==> config.mk <==
export PLATFORM = sky130hd
export DESIGN_NAME = xcel_axi_read_master_flat
export DESIGN_NICKNAME = d
export VERILOG_FILES = /design/src/rtl/xcel_axi_read_master_pkg.sv /design/src/rtl/xcel_axi_read_master_if.sv /design/src/rtl/xcel_burst_splitter.sv /design/src/rtl/xcel_axi_read_master.sv /design/src/flat_wrapper.sv
export SDC_FILE = /design/constraint.sdc
export NUM_CORES = 1
export LEC_CHECK = 0
export CAP_MARGIN = 10
export CORE_MARGIN = 4
export CORE_UTILIZATION = 46
export DETAILED_ROUTE_END_ITERATION = 8
export PLACE_DENSITY_LB_ADDON = 0.3
export RECOVER_POWER = 25
export SLEW_MARGIN = 20
export SYNTH_ARGS = -nofsm -noshare
export SYNTH_HDL_FRONTEND = slang
export SYNTH_SLANG_ARGS = --single-unit
==> constraint.sdc <==
create_clock -name clk -period 16.4 [get_ports clk]
set_clock_uncertainty 0.05 [all_clocks]
set_input_delay 3.28 -clock clk [delete_from_list [all_inputs] [get_ports clk]]
set_output_delay 3.28 -clock clk [all_outputs]
set_load 0.005 [all_outputs]
==> src/rtl/xcel_axi_read_master_pkg.sv <==
// Shared constants and types for the xcel AXI read master: burst codes,
// response codes, burst-size limits and FSM state encoding.
package xcel_axi_read_master_pkg;

    localparam logic [1:0] BURST_FIXED = 2'b00;
    localparam logic [1:0] BURST_INCR  = 2'b01;
    localparam logic [1:0] BURST_WRAP  = 2'b10;

    localparam logic [1:0] RRESP_OKAY  = 2'b00;

    localparam int unsigned BOUNDARY_4K     = 4096;
    localparam int unsigned MAX_INCR_BEATS  = 256;
    localparam int unsigned MAX_FIXED_BEATS = 16;

    typedef enum logic [1:0] {
        ST_IDLE = 2'd0,
        ST_ADDR = 2'd1,
        ST_DATA = 2'd2
    } state_t;

endpackage

==> src/rtl/xcel_axi_read_master_if.sv <==
// AXI4 read-address and read-data channels between the read master and the slave.
// Handshake rule: a transfer happens on a rising clk edge where valid && ready; the
// source holds valid and its payload stable until then, and ready may depend on valid.
interface xcel_axi_read_master_if #(
    parameter int AXI_AWIDTH = 32,
    parameter int AXI_DWIDTH = 32
);
    logic                  m_arvalid;
    logic                  m_arready;
    logic [AXI_AWIDTH-1:0] m_araddr;
    logic [7:0]            m_arlen;
    logic [2:0]            m_arsize;
    logic [1:0]            m_arburst;
    logic                  m_rvalid;
    logic                  m_rready;
    logic [AXI_DWIDTH-1:0] m_rdata;
    logic [1:0]            m_rresp;
    logic                  m_rlast;

    modport master (
        output m_arvalid, m_araddr, m_arlen, m_arsize, m_arburst, m_rready,
        input  m_arready, m_rvalid, m_rdata, m_rresp, m_rlast
    );

    modport slave (
        input  m_arvalid, m_araddr, m_arlen, m_arsize, m_arburst, m_rready,
        output m_arready, m_rvalid, m_rdata, m_rresp, m_rlast
    );
endinterface

==> src/rtl/xcel_burst_splitter.sv <==
// Sizes the next burst of a request: at most 256 beats and never across a 4 KB page
// for INCR, at most 16 beats for FIXED; also returns the address after that burst.
module xcel_burst_splitter
    import xcel_axi_read_master_pkg::*;
#(
    parameter int AXI_AWIDTH = 32
) (
    input  logic [AXI_AWIDTH-1:0] addr,
    input  logic [32:0]           remaining,
    input  logic [2:0]            size,
    input  logic [1:0]            burst,
    output logic [8:0]            beats,
    output logic [AXI_AWIDTH-1:0] next_addr
);
    logic [12:0] offset_beats;
    logic [12:0] page_beats;
    logic [8:0]  limit;

    always_comb begin
        // Counting in beats from the aligned start keeps the page limit at least 1.
        offset_beats = {1'b0, addr[11:0]} >> size;
        page_beats   = (13'(BOUNDARY_4K) >> size) - offset_beats;
        if (burst == BURST_FIXED) begin
            limit = 9'(MAX_FIXED_BEATS);
        end else if (page_beats < 13'(MAX_INCR_BEATS)) begin
            limit = page_beats[8:0];
        end else begin
            limit = 9'(MAX_INCR_BEATS);
        end
        if (remaining < {24'd0, limit}) begin
            beats = remaining[8:0];
        end else begin
            beats = limit;
        end
        if (burst == BURST_FIXED) begin
            next_addr = addr;
        end else begin
            next_addr = addr + (AXI_AWIDTH'(beats) << size);
        end
    end
endmodule

==> src/rtl/xcel_axi_read_master.sv <==
// Turns one xcel read request into a chain of AXI4 read bursts (one outstanding)
// and streams the returned beats straight through to the accelerator.
module xcel_axi_read_master
    import xcel_axi_read_master_pkg::*;
#(
    parameter int AXI_AWIDTH = 32,
    parameter int AXI_DWIDTH = 32
) (
    input  logic                  clk,
    input  logic                  rst,
    input  logic                  req_valid,
    output logic                  req_ready,
    input  logic [AXI_AWIDTH-1:0] req_addr,
    input  logic [31:0]           req_len,
    input  logic [2:0]            req_size,
    input  logic [1:0]            req_burst,
    output logic [AXI_DWIDTH-1:0] data_out,
    output logic                  data_out_valid,
    input  logic                  data_out_ready,
    output logic                  busy,
    output logic                  rd_error,
    output state_t                dbg_state,
    xcel_axi_read_master_if.master axi
);
    localparam logic [2:0] NATIVE_SIZE = 3'($clog2(AXI_DWIDTH / 8));

    state_t                state;
    logic [AXI_AWIDTH-1:0] cur_addr;
    logic [32:0]           remaining;
    logic [2:0]            size_q;
    logic [1:0]            burst_q;
    logic [8:0]            beats_left;
    logic                  ar_valid;
    logic [AXI_AWIDTH-1:0] ar_addr;
    logic [7:0]            ar_len;

    logic                  in_idle;
    logic                  req_ok;
    logic                  r_fire;
    logic                  last_beat;
    logic [AXI_AWIDTH-1:0] sp_addr;
    logic [AXI_AWIDTH-1:0] sp_next_addr;
    logic [32:0]           sp_remaining;
    logic [2:0]            sp_size;
    logic [1:0]            sp_burst;
    logic [8:0]            sp_beats;

    // cur_addr/remaining are advanced at the AR handshake, so during DATA the
    // splitter already describes the following burst and can issue it without a bubble.
    assign in_idle      = (state == ST_IDLE);
    assign sp_addr      = in_idle ? req_addr : cur_addr;
    assign sp_remaining = in_idle ? ({1'b0, req_len} + 33'd1) : remaining;
    assign sp_size      = in_idle ? req_size : size_q;
    assign sp_burst     = in_idle ? req_burst : burst_q;

    xcel_burst_splitter #(.AXI_AWIDTH(AXI_AWIDTH)) u_splitter (
        .addr      (sp_addr),
        .remaining (sp_remaining),
        .size      (sp_size),
        .burst     (sp_burst),
        .beats     (sp_beats),
        .next_addr (sp_next_addr)
    );

    assign req_ok = (req_size <= NATIVE_SIZE) &&
                    ((req_burst == BURST_INCR) || (req_burst == BURST_FIXED));

    assign req_ready      = in_idle;
    assign busy           = !in_idle;
    assign dbg_state      = state;
    assign data_out       = (state == ST_DATA) ? axi.m_rdata : '0;
    assign data_out_valid = (state == ST_DATA) && axi.m_rvalid;
    assign axi.m_rready   = (state == ST_DATA) && data_out_ready;
    assign r_fire         = data_out_valid && axi.m_rready;
    assign last_beat      = (beats_left == 9'd1);

    assign axi.m_arvalid  = ar_valid;
    assign axi.m_araddr   = ar_addr;
    assign axi.m_arlen    = ar_len;
    assign axi.m_arsize   = size_q;
    assign axi.m_arburst  = burst_q;

    always_ff @(posedge clk or negedge rst) begin
        if (!rst) begin
            state      <= ST_IDLE;
            cur_addr   <= '0;
            remaining  <= '0;
            size_q     <= '0;
            burst_q    <= '0;
            beats_left <= '0;
            ar_valid   <= 1'b0;
            ar_addr    <= '0;
            ar_len     <= '0;
            rd_error   <= 1'b0;
        end else begin
            case (state)
                ST_IDLE: begin
                    if (req_valid) begin
                        if (req_ok) begin
                            cur_addr  <= req_addr;
                            remaining <= sp_remaining;
                            size_q    <= req_size;
                            burst_q   <= req_burst;
                            rd_error  <= 1'b0;
                            ar_valid  <= 1'b1;
                            ar_addr   <= req_addr;
                            ar_len    <= 8'(sp_beats - 9'd1);
                            state     <= ST_ADDR;
                        end else begin
                            rd_error  <= 1'b1;
                        end
                    end
                end
                ST_ADDR: begin
                    if (axi.m_arready) begin
                        ar_valid   <= 1'b0;
                        cur_addr   <= sp_next_addr;
                        remaining  <= remaining - 33'(sp_beats);
                        beats_left <= sp_beats;
                        state      <= ST_DATA;
                    end
                end
                ST_DATA: begin
                    if (r_fire) begin
                        beats_left <= beats_left - 9'd1;
                        if ((axi.m_rresp != RRESP_OKAY) || (axi.m_rlast != last_beat)) begin
                            rd_error <= 1'b1;
                        end
                        if (last_beat) begin
                            if (remaining == 33'd0) begin
                                state <= ST_IDLE;
                            end else begin
                                ar_valid <= 1'b1;
                                ar_addr  <= cur_addr;
                                ar_len   <= 8'(sp_beats - 9'd1);
                                state    <= ST_ADDR;
                            end
                        end
                    end
                end
                default: state <= ST_IDLE;
            endcase
        end
    end
endmodule
==> src/flat_wrapper.sv <==
// flat-port wrapper written by rule: the top's interface ports become plain ports
module xcel_axi_read_master_flat import xcel_axi_read_master_pkg::*;
#(
    parameter int AXI_AWIDTH = 32,
    parameter int AXI_DWIDTH = 32
)
  (clk, rst, req_valid, req_ready, req_addr, req_len, req_size, req_burst, data_out, data_out_valid, data_out_ready, busy, rd_error, dbg_state, axi_m_arvalid, axi_m_araddr, axi_m_arlen, axi_m_arsize, axi_m_arburst, axi_m_rready, axi_m_arready, axi_m_rvalid, axi_m_rdata, axi_m_rresp, axi_m_rlast);
  xcel_axi_read_master_if #(.AXI_AWIDTH(AXI_AWIDTH), .AXI_DWIDTH(AXI_DWIDTH)) axi_i ();
  input  logic clk;
  input  logic rst;
  input  logic req_valid;
  output logic req_ready;
  input  logic [AXI_AWIDTH-1:0] req_addr;
  input  logic [31:0] req_len;
  input  logic [2:0] req_size;
  input  logic [1:0] req_burst;
  output logic [AXI_DWIDTH-1:0] data_out;
  output logic data_out_valid;
  input  logic data_out_ready;
  output logic busy;
  output logic rd_error;
  output state_t dbg_state;
  output wire logic [$bits(axi_i.m_arvalid)-1:0] axi_m_arvalid;
  output wire logic [$bits(axi_i.m_araddr)-1:0] axi_m_araddr;
  output wire logic [$bits(axi_i.m_arlen)-1:0] axi_m_arlen;
  output wire logic [$bits(axi_i.m_arsize)-1:0] axi_m_arsize;
  output wire logic [$bits(axi_i.m_arburst)-1:0] axi_m_arburst;
  output wire logic [$bits(axi_i.m_rready)-1:0] axi_m_rready;
  input wire logic [$bits(axi_i.m_arready)-1:0] axi_m_arready;
  input wire logic [$bits(axi_i.m_rvalid)-1:0] axi_m_rvalid;
  input wire logic [$bits(axi_i.m_rdata)-1:0] axi_m_rdata;
  input wire logic [$bits(axi_i.m_rresp)-1:0] axi_m_rresp;
  input wire logic [$bits(axi_i.m_rlast)-1:0] axi_m_rlast;
  assign axi_m_arvalid = axi_i.m_arvalid;
  assign axi_m_araddr = axi_i.m_araddr;
  assign axi_m_arlen = axi_i.m_arlen;
  assign axi_m_arsize = axi_i.m_arsize;
  assign axi_m_arburst = axi_i.m_arburst;
  assign axi_m_rready = axi_i.m_rready;
  assign axi_i.m_arready = axi_m_arready;
  assign axi_i.m_rvalid = axi_m_rvalid;
  assign axi_i.m_rdata = axi_m_rdata;
  assign axi_i.m_rresp = axi_m_rresp;
  assign axi_i.m_rlast = axi_m_rlast;
  xcel_axi_read_master #(.AXI_AWIDTH(AXI_AWIDTH), .AXI_DWIDTH(AXI_DWIDTH)) u_core (.clk(clk), .rst(rst), .req_valid(req_valid), .req_ready(req_ready), .req_addr(req_addr), .req_len(req_len), .req_size(req_size), .req_burst(req_burst), .data_out(data_out), .data_out_valid(data_out_valid), .data_out_ready(data_out_ready), .busy(busy), .rd_error(rd_error), .dbg_state(dbg_state), .axi(axi_i));
endmodule
# After elaboration in Yosys (flattened, before gate mapping)
# Index checks and enable logic that the tools add are counted.
dict set report totals {
  reg_bits 123
  latchBits 0
  mem_bits_rw 0
  mem_bits_ro 0
  input_bits 110
  word_cells 106
  mem_count 0
}
dict set report op_classes {
  n_addsub 6
  multipliers 0
  n_div 0
  order_cmp 3
  eq_ne 12
  shift 3
  muxes 49
  bitwise 0
  reduce_logical 23
}
# operator n
set op_table {}
lappend op_table {{$mux W32} 9}
lappend op_table {{$mux W33} 4}
lappend op_table {{$pmux W32 S2} 2}
lappend op_table {{$pmux W33 S2} 1}
lappend op_table {{$mux W9} 5}
lappend op_table {{$mux W8} 5}
lappend op_table {{$add A32 B1 Y33 const B} 1}
lappend op_table {{$logic_not A33 Y1} 1}
lappend op_table {{$lt A33 B9 Y1} 1}
lappend op_table {{$sub A33 B9 Y33} 1}
lappend op_table {{$add A32 B32 Y32} 1}
lappend op_table {{$shl A9 B3 Y32} 1}
lappend op_table {{$pmux W9 S2} 1}
lappend op_table {{$pmux W8 S2} 1}
lappend op_table {{$lt A13 B9 Y1 const B} 1}
lappend op_table {{$shr A12 B3 Y13} 1}
lappend op_table {{$shr A13 B3 Y13 const A} 1}
lappend op_table {{$sub A13 B13 Y13} 1}
lappend op_table {{$mux W2} 6}
lappend op_table {{$mux W1} 11}
lappend op_table {{$ne A2 B2 Y1 const B} 5}
lappend op_table {{$eq A9 B1 Y1 const B} 1}
lappend op_table {{$sub A9 B1 Y9 const B} 1}
lappend op_table {{$reduce_and A4 Y1} 2}
lappend op_table {{20 further kinds} 32}

# Depth between registers and ports, before layout
# Gate-level depths: netlist of the first run.
dict set report logic_depth {
  ltp_word 14
  mapped_depth 56
  ltp_nobuf 46
}

# By module
# Synthesis of the first run repeated with hierarchy kept, for this count alone.
dict set report unflattened {
  hier_cells 1511
  hier_area_um2 11504.8
}
# module instances cells_each area_each_um2
set modules_own_cells {}
lappend modules_own_cells {xcel_axi_read_master 1 1029 8181.6}
lappend modules_own_cells {xcel_burst_splitter 1 482 3323.2}

# Worst setup path after synthesis of the first run
# Ideal clock, no wire load.
dict set report synth_timing {
  path_type {input-to-reg}
  start {in req_size[0]}
  end {reg u_core.remaining[17]}
  arrival_ps 12899
  required_ps 16224
  setup_slack_ps 3325
  stages 44
  cell_sequence {buf_4 or3b_2 nand2_1 clkbuf_1 clkbuf_1 buf_1 nor3_1 ha_1 a21o_1 a21oi_1 o21ai_0 nand2_1 mux2i_1 a2111o_1 or4_1 nor2_1 buf_2 buf_1 [... 8 more ...] nor4_1 a221o_1 o21a_1 inv_1 ha_1 a21o_1 a21o_1 a21o_1 a21o_1 a21oi_1 o21bai_1 a21o_1 a21o_1 or3_1 or3_1 o21ai_0 o21ai_0 a221o_1}
}
dict set report synth_via {
  elab_chain_len 11
  elab_cells_between_ends 16
  cone_classes {add/sub (2); order compare (3); eq/ne (1); shift (2); mux (6); reduce/logical (2)}
}
# item line_no
set synth_rtl {}
lappend synth_rtl {{start, declared} flat_wrapper.sv:15} ;# input logic [2:0] req_size;
lappend synth_rtl {{$mux W3} xcel_axi_read_master.sv:53} ;# assign sp_size = in_idle ? req_size : size_q;
lappend synth_rtl {{$shr A13 B3 Y13 / $shr A12 B3 Y13 (equally long branches)} {xcel_burst_splitter.sv:22, xcel_burst_splitter.sv:21}}
lappend synth_rtl {{$sub A13 B13 Y13} xcel_burst_splitter.sv:22} ;# page_beats = (13'(BOUNDARY_4K) >> size) - offset_beats;
lappend synth_rtl {{$lt A13 B9 Y1} xcel_burst_splitter.sv:25} ;# end else if (page_beats < 13'(MAX_INCR_BEATS)) begin
lappend synth_rtl {{$mux W9} xcel_burst_splitter.sv:25}
lappend synth_rtl {{$mux W9} xcel_burst_splitter.sv:23} ;# if (burst == BURST_FIXED) begin
lappend synth_rtl {{$lt A33 B9 Y1} xcel_burst_splitter.sv:30} ;# if (remaining < {24'd0, limit}) begin
lappend synth_rtl {{$mux W9} xcel_burst_splitter.sv:30}
lappend synth_rtl {{$sub A33 B9 Y33} xcel_axi_read_master.sv:118} ;# remaining <= remaining - 33'(sp_beats);
lappend synth_rtl {{$mux W33} xcel_axi_read_master.sv:115} ;# if (axi.m_arready) begin
lappend synth_rtl {{$pmux W33 S2} xcel_axi_read_master.sv:96} ;# case (state)
lappend synth_rtl {{end signal, assigned} xcel_axi_read_master.sv:101} ;# remaining <= sp_remaining;
lappend synth_rtl {{end signal, assigned} xcel_axi_read_master.sv:118}
lappend synth_rtl {{end, declared} xcel_axi_read_master.sv:29} ;# logic [32:0] remaining;
# Parallel ways exist; a longest one is shown, timed or not. The select of a mux whose other input is x is not followed.
# A chain may end at the register's enable or synchronous reset.

# Final worst setup path of the first run
dict set report layout_timing {
  start {in req_size[0]}
  end {reg u_core.cur_addr[28]}
}
dict set report layout_via {
  elab_chain_len 13
  elab_cells_between_ends 18
  cone_classes {add/sub (2); order compare (3); eq/ne (1); shift (3); mux (7); reduce/logical (2)}
}
# item line_no
set layout_rtl {}
lappend layout_rtl {{$mux W3} xcel_axi_read_master.sv:53}
lappend layout_rtl {{$shr A13 B3 Y13 / $shr A12 B3 Y13 (equally long branches)} {xcel_burst_splitter.sv:22, xcel_burst_splitter.sv:21}}
lappend layout_rtl {{$sub A13 B13 Y13} xcel_burst_splitter.sv:22}
lappend layout_rtl {{$lt A13 B9 Y1} xcel_burst_splitter.sv:25}
lappend layout_rtl {{$mux W9} xcel_burst_splitter.sv:25}
lappend layout_rtl {{$mux W9} xcel_burst_splitter.sv:23}
lappend layout_rtl {{$lt A33 B9 Y1} xcel_burst_splitter.sv:30}
lappend layout_rtl {{$mux W9} xcel_burst_splitter.sv:30}
lappend layout_rtl {{$shl A9 B3 Y32} xcel_burst_splitter.sv:38} ;# next_addr = addr + (AXI_AWIDTH'(beats) << size);
lappend layout_rtl {{$add A32 B32 Y32} xcel_burst_splitter.sv:38}
lappend layout_rtl {{$mux W32} xcel_burst_splitter.sv:35} ;# if (burst == BURST_FIXED) begin
lappend layout_rtl {{$mux W32} xcel_axi_read_master.sv:115}
lappend layout_rtl {{$pmux W32 S2} xcel_axi_read_master.sv:96}
lappend layout_rtl {{end signal, assigned} xcel_axi_read_master.sv:100} ;# cur_addr <= req_addr;
lappend layout_rtl {{end signal, assigned} xcel_axi_read_master.sv:117} ;# cur_addr <= sp_next_addr;
lappend layout_rtl {{end, declared} xcel_axi_read_master.sv:28} ;# logic [AXI_AWIDTH-1:0] cur_addr;
# Parallel ways exist; a longest one is shown, timed or not. The select of a mux whose other input is x is not followed.

==> impl_results.rst, run 1 <==
.. list-table::
   :header-rows: 1

   * - Metric
     - Value
   * - Minimum hold slack
     - 0.447 ns
   * - Worst setup path start
     - req_size[0]
   * - Synthesis-to-finish area growth
     - 23.2%
   * - Number of vias in the routed layout
     - 13386
   * - Post-synthesis sequential area ratio
     - 0.259
   * - Maximum clock path buffer count
     - 2
   * - Clock-pin transition on the worst setup and hold timing paths
     - 0.07 ns
   * - Buffer cell driving the clock tree root
     - sky130_fd_sc_hd__clkbuf_16
   * - H-tree Lvls
     - 4
   * - Area contributors post-synth
     - sky130_fd_sc_hd__dfrtp_1 26%, sky130_fd_sc_hd__nand2_1 8.1%, sky130_fd_sc_hd__nor2_1 5.1%
   * - Per-cell via count in the routed design
     - 6.40
   * - Endpoint type of the worst setup path
     - register
   * - Antenna violations before repair
     - 1
   * - Detailed Route Iter0 Violations
     - 1279
   * - Number of nets in the layout
     - 1898
   * - Portion of the clock cycle consumed by the worst path in the final layout
     - 0.842
   * - Count of hold-fix buffers inserted at cts
     - 0
   * - Top cell type by total area after synthesis
     - sky130_fd_sc_hd__dfrtp_1
   * - Count of pins on the block boundary
     - 195
   * - Logic gate share of total power
     - 0.687
   * - Mean cell area of the mapped netlist
     - 7.36 um^2
   * - Number of antenna-violating nets in the routed design
     - 0
   * - Share of synthesized registers carrying an async set or reset
     - 1.00
   * - Biggest fanout along the worst timing path
     - 21
   * - Highest attainable clock frequency
     - 0.0724 GHz
   * - Distinct cell type count after synthesis
     - 95
   * - # diodes
     - 0
   * - Critical path type
     - in2reg
   * - Transition at the pin with the smallest max-transition slack
     - 4.07 ns
   * - Die span in y
     - 169 um
   * - Final Slew Violations
     - 126
   * - Via count of the first global-routing pass
     - 12496
   * - Unrepaired setup endpoints after global routing
     - no
   * - Hold Violations, Final
     - 0
   * - Reg power frac
     - 0.187
   * - Area fraction of the dominant cell type after synthesis
     - 0.259
   * - Violations in the final reports
     - max-capacitance violations, max-slew violations
   * - Die X
     - 169 um
   * - Post-CTS Setup Repair Bufs
     - 0
   * - Global-route wire length before repair
     - 69.2 mm
   * - Number of I/O port buffers
     - 194
   * - Stage delay of the slowest cell on the critical path
     - 0.78 ns
   * - CP startpoint kind
     - input port
   * - Core Area
     - 0.0253 mm^2
   * - Hold/Removal Path Class
     - reg2reg
   * - List of most frequent post-synthesis cells
     - 257 x sky130_fd_sc_hd__nand2_1, 162 x sky130_fd_sc_hd__nor2_1, 123 x sky130_fd_sc_hd__dfrtp_1
   * - End of the worst register-to-register path
     - u_core.cur_addr[28]$_DFFE_PN0P_
   * - Switching pwr
     - 1700 uW
   * - Syn nets
     - 1766
   * - Weighted congestion reported at the end of routability-driven placement
     - 0.980
   * - Total of flip-flops plus latches after synthesis
     - 123
   * - WL/cell
     - 21.1 um
   * - Max-cap violations
     - 2
   * - Clock network power share
     - 0.126
   * - Post-route design area
     - 0.0146 mm^2
   * - DRC violation count after routing
     - 0
   * - Outcome
     - finished with violations
   * - Worst path most repeated cell
     - sky130_fd_sc_hd__a21oi_1
   * - Peak supply drop
     - 106 uV
   * - Leakage Power
     - 0.00579 uW
   * - Pin count of the biggest net entering global routing
     - 70
   * - Total routing resource utilization after global routing
     - 0.299
   * - Count of synthesis-stage warnings from yosys
     - 0
   * - R2R Setup Slk
     - 4.51 ns
   * - Required time worst endpoint
     - 16.66 ns
   * - Ratio of total power to cell area
     - 225 mW/mm^2
   * - Proportion of layout cells with a drive suffix above 1
     - 0.0608
   * - Half-perimeter wire length after placement
     - 32.6 mm
   * - Combined area of all synthesized cells
     - 0.0119 mm^2
   * - Number of placement rows
     - 58
   * - Worst relative slew slack
     - -1.72
   * - Worst setup path endpoint
     - u_core.cur_addr[28]$_DFFE_PN0P_
   * - Fraction of power spent switching nets
     - 0.518
   * - Clk Latency, worst-skew pair
     - 0.43 ns
   * - Setup TNS
     - 0 ns
   * - Mapped Cells
     - 1615
   * - Arrival time of data at the critical path endpoint
     - 14.07 ns
   * - Most repeated cell in the gate-level netlist after synthesis
     - sky130_fd_sc_hd__nand2_1
   * - Path depth of the worst reg2reg path
     - 46
   * - Number of enable flip-flop cells after synthesis
     - 0
   * - PostCTS Resize Cnt
     - 0
   * - Cell area reported after detailed placement
     - 0.0140 mm^2
   * - Startpoint of the worst-slack reg-to-reg timing path
     - u_core.dbg_state[1]$_DFFE_PN0P_
   * - CTS sink count
     - 123
   * - TritonCTS Buffers
     - 17
   * - Final count of negative-setup-slack endpoints
     - 0
   * - TritonCTS clock tree
     - built
   * - Flip-flop cell with the highest count after synthesis
     - sky130_fd_sc_hd__dfrtp_1
   * - Time the worst path needs with I/O delays and setup
     - 13.80 ns
   * - Total congestion overflow
     - 0
   * - Initial cell density of the core
     - 0.469
   * - Drt total wl
     - 44.1 mm
   * - Die Footprint
     - 0.0285 mm^2
   * - Slowest-stage cell, CP
     - sky130_fd_sc_hd__clkdlybuf4s50_1
   * - Total iterations of the first detailed-routing run
     - 6
   * - Internal cell power
     - 1590 uW
-- per-layer routing --
layer,GRT usage,up-vias,wire length (um)
met5,0,-,7
met4,0.108,2,1690
met3,0.0467,105,3930
met2,0.484,735,20000
met1,0.405,6312,18400
li1,-,6232,-
-- power groups by stage --
stage                     clock network (uW)  logic, uW  registers, uW
after floorplan                            0       1550            565
after global placement                     0       2190            610
after detailed placement                   0       2220            613
after CTS                                414       2230            610
after global routing                     429       2480            636
final                                    414       2260            615
-- cell families after synthesis --
kind of cell	synth area share
mux	0.0460
flops	0.259
xor+xnor	0.0390
compound gates	0.265
buf+inv	0.0477
simple gates	0.298
fa+ha+maj	0.0461
-- flip-flops by register name, indices dropped and copies added, names as in the netlist --
register / flops
u_core.remaining: 33
u_core.dbg_state: 2
u_core.beats_left: 9
u_core.axi.m_arburst: 2
u_core.cur_addr: 32
u_core.axi.m_arvalid: 1
u_core.axi.m_arlen: 8
u_core.rd_error: 1
u_core.axi.m_araddr: 32
u_core.axi.m_arsize: 3
-- final cells by class --
cell class                      instances  area, um^2
Multi-Input combinational cell       1353        8280
Inverter                               32         120
Timing Repair Buffer                  220        2130
Clock buffer                           17         425
Tap cell                              330         413
Sequential cell                       123        3080
Clock inverter                         15         204
Fill cell                            2304       10700
-- metrics by stage --
stage | utilization | std cells | power, uW | setup WS, ns
after detailed placement | 0.554 | 2058 | 2830 | 2.36
final | 0.578 | 2090 | 3290 | 2.60
after CTS | 0.579 | 2090 | 3260 | 2.76
after floorplan | - | 1615 | 2110 | 3.33
after global routing | 0.578 | 2090 | 3540 | 1.75
after global placement | 0.554 | 2058 | 2800 | 2.66
-- worst min path at each step --
stage                                                  from                           endpoint  slack (ns)  cells after the start
final                     u_core.axi.m_arlen[5]$_DFFE_PN0P_  u_core.axi.m_arlen[5]$_DFFE_PN0P_        0.45                      2
after global routing       u_core.beats_left[8]$_DFFE_PN0P_   u_core.beats_left[8]$_DFFE_PN0P_        0.48                      1
after CTS                 u_core.axi.m_arlen[1]$_DFFE_PN0P_  u_core.axi.m_arlen[1]$_DFFE_PN0P_        0.45                      2
after detailed placement  u_core.axi.m_arlen[1]$_DFFE_PN0P_  u_core.axi.m_arlen[1]$_DFFE_PN0P_        0.43                      2
after global placement    u_core.axi.m_arlen[3]$_DFFE_PN0P_  u_core.axi.m_arlen[3]$_DFFE_PN0P_        0.43                      2
after floorplan            u_core.beats_left[7]$_DFFE_PN0P_   u_core.beats_left[7]$_DFFE_PN0P_        0.41                      1
-- cells in the final DEF (no fill, tap or decap), types with 6 or more instances in the layout --
cell / instances
sky130_fd_sc_hd__nand2_1: 257
sky130_fd_sc_hd__clkdlybuf4s50_1: 168
sky130_fd_sc_hd__nor2_1: 160
sky130_fd_sc_hd__dfrtp_1: 123
sky130_fd_sc_hd__a21oi_1: 101
sky130_fd_sc_hd__o21ai_0: 85
sky130_fd_sc_hd__nand3_1: 72
sky130_fd_sc_hd__a31oi_1: 56
sky130_fd_sc_hd__nor3_1: 50
sky130_fd_sc_hd__and2_1: 43
sky130_fd_sc_hd__mux2i_1: 40
sky130_fd_sc_hd__ha_1: 39
sky130_fd_sc_hd__xnor2_1: 32
sky130_fd_sc_hd__inv_1: 30
sky130_fd_sc_hd__o22ai_1: 30
sky130_fd_sc_hd__nor4_1: 28
sky130_fd_sc_hd__a21o_1: 25
sky130_fd_sc_hd__dlygate4sd3_1: 25
sky130_fd_sc_hd__buf_4: 25
sky130_fd_sc_hd__nand4_1: 23
sky130_fd_sc_hd__a211oi_1: 21
sky130_fd_sc_hd__or3_1: 21
sky130_fd_sc_hd__xor2_1: 21
sky130_fd_sc_hd__clkbuf_16: 17
sky130_fd_sc_hd__o31ai_1: 15
sky130_fd_sc_hd__and3_1: 14
sky130_fd_sc_hd__o21a_1: 13
sky130_fd_sc_hd__a22oi_1: 11
sky130_fd_sc_hd__o211ai_1: 10
sky130_fd_sc_hd__nor2b_1: 10
sky130_fd_sc_hd__or4_1: 9
sky130_fd_sc_hd__a22o_1: 8
sky130_fd_sc_hd__nor4b_1: 7
sky130_fd_sc_hd__a311oi_1: 7
sky130_fd_sc_hd__a221o_1: 7
sky130_fd_sc_hd__and4_1: 6
sky130_fd_sc_hd__o31a_1: 6
-- critical path: cells and delay by family --
family	cells	cell delay [ns]
adders and majority gates	3	0.83
and+or+nand+nor	18	4.65
AOI/OAI and AO/OA	19	3.60
muxes	2	0.44
buffers and inverters	3	1.23
(Power assumes the default switching activity.)
==> inputs of run 2 (changes only) <==
clock period = 12.1 ns   (was 16.4 ns; I/O delays follow)
==> impl_results.rst, run 2 (synthesis results as in run 1) <==
.. list-table::
   :header-rows: 1

   * - Metric
     - Value
   * - Outcome
     - finished with violations
   * - End point of the worst hold path
     - u_core.axi.m_arlen[3]$_DFFE_PN0P_
   * - Violations in the final reports
     - max-capacitance violations, max-slew violations
   * - Layout Utilization
     - 0.593
   * - Slowest-stage cell, CP
     - sky130_fd_sc_hd__clkdlybuf4s50_1
   * - Die Footprint
     - 0.0285 mm^2
   * - Count of pins on the block boundary
     - 195
   * - Slack of the critical path
     - 0.476 ns
   * - Weighted congestion reported at the end of routability-driven placement
     - 0.986
   * - Antenna violations before repair
     - 0
   * - Hold/Removal Path Class
     - reg2reg
   * - Transition at the pin with the smallest max-transition slack
     - 4.34 ns
   * - CP top delay family
     - compound AO/OA/AOI/OAI gates
   * - Clock-pin transition on the worst setup and hold timing paths
     - 0.07 ns
   * - Final Slew Violations
     - 126
   * - Worst path most repeated cell
     - sky130_fd_sc_hd__a21o_1
   * - CP startpoint kind
     - input port
   * - Highest attainable clock frequency
     - 0.0860 GHz
   * - Per-cell via count in the routed design
     - 6.34
   * - Post-placement setup slack
     - -0.123 ns
   * - Number of nets in the layout
     - 1944
   * - Final count of negative-setup-slack endpoints
     - 0
   * - Startpoint of the worst-slack reg-to-reg timing path
     - u_core.dbg_state[1]$_DFFE_PN0P_
   * - Global-route wire length before repair
     - 69.6 mm
   * - Die span in y
     - 169 um
   * - Portion of the clock cycle consumed by the worst path in the final layout
     - 0.961
   * - Time the worst path needs with I/O delays and setup
     - 11.62 ns
   * - Leakage Power
     - 0.00599 uW
   * - Arrival time of data at the critical path endpoint
     - 11.89 ns
   * - Most frequent standard cell in the layout excluding fill and tap cells
     - sky130_fd_sc_hd__nand2_1
   * - DRC violation count after routing
     - 0
   * - Number of vias in the routed layout
     - 13542
   * - Unrepaired setup endpoints after global routing
     - no
   * - Area occupied by multi-input gates
     - 0.00835 mm^2
   * - Detailed Route Iter0 Violations
     - 1253
   * - Stage delay of the slowest cell on the critical path
     - 0.53 ns
   * - Number of placement rows
     - 58
   * - Peak supply drop
     - 173 uV
   * - Proportion of layout cells with a drive suffix above 1
     - 0.0925
   * - Biggest fanout along the worst timing path
     - 5
   * - Via count of the first global-routing pass
     - 12708
   * - Filler cell count in the final layout
     - 2304
   * - Die X
     - 169 um
   * - End of the worst register-to-register path
     - u_core.remaining[17]$_DFFE_PN0P_
   * - Required time worst endpoint
     - 12.37 ns
   * - Critical path buffers and inverters
     - 2
   * - Hold Violations, Final
     - 0
   * - Pin count of the biggest net entering global routing
     - 75
   * - TritonCTS Buffers
     - 17
   * - Half-perimeter wire length after placement
     - 33.2 mm
   * - R2R Setup Slk
     - 1.83 ns
   * - Synthesis-to-finish area growth
     - 26.3%
   * - Worst relative slew slack
     - -1.89
   * - Initial cell density of the core
     - 0.469
   * - Worst min-delay path startpoint
     - u_core.axi.m_arlen[3]$_DFFE_PN0P_
   * - TritonCTS clock tree
     - built
   * - Min-Delay Path Depth
     - 2
   * - WL/cell
     - 20.9 um
   * - Buffer cell driving the clock tree root
     - sky130_fd_sc_hd__clkbuf_16
   * - Total congestion overflow
     - 0
   * - Max-cap violations
     - 2
   * - Drt total wl
     - 44.6 mm
   * - # diodes
     - 0
   * - CTS sink count
     - 123
   * - Number of flip-flops in the largest register
     - 33
   * - Core Area
     - 0.0253 mm^2
   * - Number of I/O port buffers
     - 194
   * - Most used cells in the layout excluding fill and tap cells
     - 256 x sky130_fd_sc_hd__nand2_1, 192 x sky130_fd_sc_hd__clkdlybuf4s50_1, 158 x sky130_fd_sc_hd__nor2_1
   * - H-tree Lvls
     - 4
   * - Clk Latency, worst-skew pair
     - 0.43 ns
   * - Path depth of the worst reg2reg path
     - 41
   * - Number of antenna-violating nets in the routed design
     - 0
   * - Register area
     - 0.00308 mm^2
   * - Maximum clock path buffer count
     - 2
   * - Most flops, register
     - u_core.remaining
   * - Total iterations of the first detailed-routing run
     - 5
   * - Critical path type
     - in2reg
   * - Final Total Pwr
     - 4560 uW
   * - Endpoint type of the worst setup path
     - register
   * - Total routing resource utilization after global routing
     - 0.302
   * - Ratio of total power to cell area
     - 303 mW/mm^2
==> run 2: power by group <==
group	leakage (uW)	internal (uW)	switching (uW)
combinational	0.00428	1300	1900
sequential	0.00143	610	231
clock	0.000273	274	242
==> run 2: how the worst max path moves through the flow <==
| stage | cells after the start | to | from | slack, ns |
|---|---|---|---|---|
| 3_5_place_dp | 43 | u_core.remaining[28]$_DFFE_PN0P_ | req_size[1] | -0.12 |
| 6_report | 40 | u_core.remaining[17]$_DFFE_PN0P_ | req_size[0] | 0.48 |
| 4_1_cts | 45 | u_core.remaining[28]$_DFFE_PN0P_ | req_size[1] | 0.26 |
| 2_1_floorplan | 44 | u_core.remaining[17]$_DFFE_PN0P_ | req_size[0] | 0.02 |
| 5_1_grt | 39 | u_core.remaining[17]$_DFFE_PN0P_ | req_size[2] | 0.01 |
| 3_3_place_gp | 37 | u_core.cur_addr[19]$_DFFE_PN0P_ | req_size[1] | 0.09 |
==> run 2: repair_timing <==
action,4_1_cts,5_1_grt
buffers inserted,0,4
resized for setup,0,18
endpoints found under the setup margin,0,35
hold buffers,0,0
==> run 2: routing by layer <==
metal,track usage,part of all wire
met1,0.413,0.42
met2,0.474,0.44
met3,0.0563,0.093
met4,0.119,0.043
met5,0,0
==> run 2: worst min-delay path, cell delays in order (launching register included) <==
cell and delay, ns:
sky130_fd_sc_hd__dfrtp_1 0.35, sky130_fd_sc_hd__nand2_1 0.05, sky130_fd_sc_hd__o21ai_0 0.06
==> run 2: cell type report <==
type | instances | share of cell area
multi-input combinational | 1353 | 0.556
sequential | 123 | 0.205
timing repair buffer | 266 | 0.165
clock buffer | 17 | 0.0283
tap | 330 | 0.0275
clock inverter | 15 | 0.0100
inverter | 32 | 0.00800
==> run 2: through the flow <==
| step | instances | area, um^2 | hold WS, ns | TNS, ns |
|---|---|---|---|---|
| floorplan | 1615 | 11900 | 0.407 | 0 |
| global placement | 2100 | 14300 | 0.424 | 0 |
| detailed placement | 2100 | 14300 | 0.426 | -0.824 |
| CTS | 2132 | 14900 | 0.447 | 0 |
| global route | 2136 | 15000 | 0.461 | 0 |
| finish | 2136 | 15000 | 0.447 | 0 |
